### src/rtl/piso_tx.sv
// piso_tx: parallel-in serial-out transmitter with a valid/ready load
// handshake. A WIDTH-bit word is shifted out one bit per clock on `out`,
// qualified by `frame`. `done` marks the last bit of each word. Back-to-back
// words stream without a gap because a new word can be accepted while the
// last bit of the current one is on the line.
module piso_tx #(
  parameter int WIDTH     = 4,
  parameter bit MSB_FIRST = 1'b1
) (
  input  logic             clk,
  input  logic             rst_n,
  input  logic [WIDTH-1:0] din,
  input  logic             load_valid,
  output logic             load_ready,
  output logic             out,
  output logic             frame,
  output logic             done
);

  // Counter needs at least one bit even for the smallest legal word.
  localparam int CW = (WIDTH > 2) ? $clog2(WIDTH) : 1;
  localparam logic [CW-1:0] CNT_LAST    = CW'(WIDTH - 1);
  localparam logic [CW-1:0] CNT_LAST_M1 = CW'(WIDTH - 2);

  typedef enum logic [0:0] {
    IDLE  = 1'b0,
    SHIFT = 1'b1
  } state_t;

  state_t           state_q;
  logic [WIDTH-1:0] sh_q;
  logic [CW-1:0]    cnt_q;
  logic             out_q;
  logic             frame_q;
  logic             done_q;
  logic             accept_s;

  // Bit that sits at the output end of a word for the chosen bit order.
  function automatic logic first_bit(input logic [WIDTH-1:0] w);
    if (MSB_FIRST) begin
      return w[WIDTH-1];
    end else begin
      return w[0];
    end
  endfunction

  // Move the word one place toward the output end, zero-filling behind it.
  function automatic logic [WIDTH-1:0] shift_word(input logic [WIDTH-1:0] w);
    if (MSB_FIRST) begin
      return {w[WIDTH-2:0], 1'b0};
    end else begin
      return {1'b0, w[WIDTH-1:1]};
    end
  endfunction

  // Ready when idle, or when the last bit of the current word is on the line.
  always_comb begin
    load_ready = (state_q == IDLE) || ((state_q == SHIFT) && (cnt_q == CNT_LAST));
    accept_s   = load_valid && load_ready;
  end

  // Transmit FSM: loads words, shifts bits out and drives the registered outputs.
  always_ff @(posedge clk or negedge rst_n) begin
    if (!rst_n) begin
      state_q <= IDLE;
      sh_q    <= '0;
      cnt_q   <= '0;
      out_q   <= 1'b0;
      frame_q <= 1'b0;
      done_q  <= 1'b0;
    end else begin
      case (state_q)
        IDLE: begin
          if (accept_s) begin
            state_q <= SHIFT;
            sh_q    <= din;
            cnt_q   <= '0;
            out_q   <= first_bit(din);
            frame_q <= 1'b1;
            done_q  <= 1'b0;
          end else begin
            state_q <= IDLE;
            sh_q    <= '0;
            cnt_q   <= '0;
            out_q   <= 1'b0;
            frame_q <= 1'b0;
            done_q  <= 1'b0;
          end
        end
        SHIFT: begin
          if (cnt_q != CNT_LAST) begin
            // Mid-word: present the next bit; flag the last one with done.
            state_q <= SHIFT;
            cnt_q   <= cnt_q + CW'(1);
            sh_q    <= shift_word(sh_q);
            out_q   <= first_bit(shift_word(sh_q));
            frame_q <= 1'b1;
            done_q  <= (cnt_q == CNT_LAST_M1);
          end else if (accept_s) begin
            // Last bit on the line and a new word waiting: chain it directly.
            state_q <= SHIFT;
            sh_q    <= din;
            cnt_q   <= '0;
            out_q   <= first_bit(din);
            frame_q <= 1'b1;
            done_q  <= 1'b0;
          end else begin
            state_q <= IDLE;
            sh_q    <= '0;
            cnt_q   <= '0;
            out_q   <= 1'b0;
            frame_q <= 1'b0;
            done_q  <= 1'b0;
          end
        end
        default: begin
          state_q <= IDLE;
          sh_q    <= '0;
          cnt_q   <= '0;
          out_q   <= 1'b0;
          frame_q <= 1'b0;
          done_q  <= 1'b0;
        end
      endcase
    end
  end

  assign out   = out_q;
  assign frame = frame_q;
  assign done  = done_q;

endmodule

### config.mk
export PLATFORM = sky130hd
export DESIGN_NAME = piso_tx
export DESIGN_NICKNAME = d
export VERILOG_FILES = /design/src/rtl/piso_tx.sv
export SDC_FILE = /design/constraint.sdc
export NUM_CORES = 1
export LEC_CHECK = 0
export CAP_MARGIN = 20
export CORE_AREA = 2 2 39 41
export CTS_CLUSTER_DIAMETER = 100
export DETAILED_ROUTE_END_ITERATION = 8
export DIE_AREA = 0 0 41 43
export SLEW_MARGIN = 0
export SYNTH_ARGS = -nofsm -noshare
export SYNTH_HDL_FRONTEND = slang
export SYNTH_SLANG_ARGS = --single-unit
### constraint.sdc
create_clock -name clk -period 2.7 [get_ports clk]
set_clock_uncertainty 0.05 [all_clocks]
set_input_delay 0.81 -clock clk [delete_from_list [all_inputs] [get_ports clk]]
set_output_delay 0.81 -clock clk [all_outputs]
set_load 0.05 [all_outputs]
==> flow_summary.ini <==
[status]
outcome = completed

[timing]
rsz0062_at_grt = no
period_minus_slack_ns = 2.45
hold_viol = 0
slew_headroom_pct = 67.2
fin_crit_sh_pct = 90.8
setup_violations = 0
maxSlewViolCount = 0
tightest_slew_ns = 0.490
finalSetupTns_ns = 0
max_freq_mhz = 408

[global_routing]
grt_max_degree = 9
grt_pass1_wl_um = 952
antenna_found_initial = 0
grt_pass1_vias = 235
globalRouteTotalUtil_pct = 8.70
overflow = 0

[cts]
cts_setup_buffers = 0
clockBufferDepth = 2
root_buffer = clkbuf_4
numCtsBuffers = 3
cts_sinks = 8
cts_tree = done
clk_pin_slew_ns = 0.05
insertion_delay_ns = 0.25
htree_levels = 1

[floorplan]
coreArea_um2 = 1380
die_area_um2 = 1760
die_w_um = 41
core.rowCount = 14
die_h_um = 43
initial_utilization_pct = 23.3
io_pins = 11

[setup_path]
cp-start-kind = flop
cp.required_ns = 1.84
crit_type = reg -> out
end_kind = output port
critPathMaxFanout = 4
arrival_ns = 1.59

[final_layout]
final_area_um2 = 472
nNetsFinal = 52
syn_to_final_growth_pct = 46.1
drive_above_1_share_pct = 14.6
n_antenna_cell = 0

[yosys]
synth_xor_area_share_pct = 0
synthTopCellsByArea = dfrtp_1, ha_1, nand3b_1, o21ai_0, nor2b_1
synth.area.mux_share_pct = 0
synth_nets = 36
syn_inst = 27
synth.most_common_cell = dfrtp_1
synth_top_area_share_pct = 62.0
synthAdderAreaFrac_pct = 7.75
yosysSeqAreaShare_pct = 62.0
synth_top_cells_by_count = dfrtp_1, nand2_1, nand3b_1, o21ai_0
synth_top_family_by_area = simple AND/OR/NAND/NOR gates
synth_top_flop_cell = dfrtp_1
synth_edf_count = 0
synth_area_um2 = 323
synth-simple-area-share_pct = 23.3
yosysUniqueCellTypes = 12
yosys_warnings = 0
synth_compound_area_share_pct = 4.65
synth.avg_cell_area_um2 = 12.0
postSynth.asyncResetShare_pct = 100
yosys.area.top_type = dfrtp_1
ys_ff_latch = 8

[detailed_routing]
first_pass_iters = 4
via_count = 228
vias_per_cell = 4.00
drt_wl_total_um = 497
wire_per_inst_um = 8.72
ant_nets = 0
route.detailed.drc = 0
drtIter0Drc = 3

[pwr]
peakVddDrop_mv = 0.385
leakage_nw = 0.221
totalPowerFinal_uw = 536
powerDensity_nw_per_um2 = 1140

[placed_design]
io_buffers = 10
gp_congestion = 0.647
placed_area_um2 = 450

[flow_run]
cap_violations = 0

[min_path]
min_path_type = reg -> reg
[cell families after synthesis]
kind of cell	count (synthesis)
DFF	8
buffers and inverters	2
adders and majority gates	2
and+or+nand+nor	12
AOI/OAI and AO/OA	3
[through the flow]
step | cells | hold WS, ns | setup WS, ns | utilization (%)
2_1_floorplan | 27 | 0.381 | 0.783 | -
3_3_place_gp | 54 | 0.400 | 0.221 | 32.5
3_5_place_dp | 54 | 0.416 | 0.216 | 32.5
4_1_cts | 57 | 0.423 | 0.217 | 34.1
5_1_grt | 57 | 0.446 | 0.126 | 34.1
6_report | 57 | 0.412 | 0.249 | 34.1
[per-layer routing]
metal / track usage, % / part of all wire [%]
met5: 0 / 0
met4: 8.00 / 1.4
met3: 4.71 / 7.4
met2: 10.6 / 45
met1: 10.2 / 46
[where the power goes]
group | switching [mW] | internal (mW) | total, mW | leakage [nW]
combinational | 0.158 | 0.104 | 0.262 | 0.107
sequential | 0.0188 | 0.167 | 0.186 | 0.100
clock | 0.0372 | 0.0506 | 0.0878 | 0.0138
total | 0.214 | 0.322 | 0.536 | 0.221
[worst max-delay path, cell delays in order, from the launching register on]
cell	delay [ns]
dfrtp_1	0.39
ha_1	0.23
and2b_4	0.27
inv_2	0.04
dlygate4sd2_1	0.41
[cell type report]
class	count	area, um^2
flip-flops and latches	8	200
clock buffers	3	22.5
repair buffers	11	106
inverters	2	7.51
multi-input cells	17	115
well taps	16	20.0
fillers	143	912
[final timing paths]
check	startpoint	endpoint	slack, ns	cells past startpoint
worst max register to register	cnt_q[0]	sh_q[0]	1.45	4
worst min register to register	cnt_q[0]	cnt_q[0]	0.41	1
min in group asynchronous	rst_n	frame	0.79	1
worst max-delay path	cnt_q[0]	load_ready	0.25	4
max in group asynchronous	rst_n	cnt_q[0]	1.55	1
worst min-delay path	cnt_q[0]	cnt_q[0]	0.41	1
[cell usage in the layout (no fill, tap or decap), drive strengths merged]
master	count
dlygate4sd2	1
nor2b	2
inv	2
ha	2
and3	1
clkdlybuf4s50	9
nand2	3
buf	1
o21ai	3
nand3b	3
dfrtp	8
nand2b	1
clkbuf	3
and2b	1
and2	1
[registers in the layout, summed over array words and instances (netlist names)]
signal and cells:
cnt_q 2, done 1, frame 1, out 1, sh_q 3
[repair_timing]
action / 4_1_cts / 5_1_grt
gates resized for setup: 1 / 0
setup endpoints to repair: 1 / 0
hold buffers: 0 / 0
Note: power is estimated with default switching activity, not from simulation.
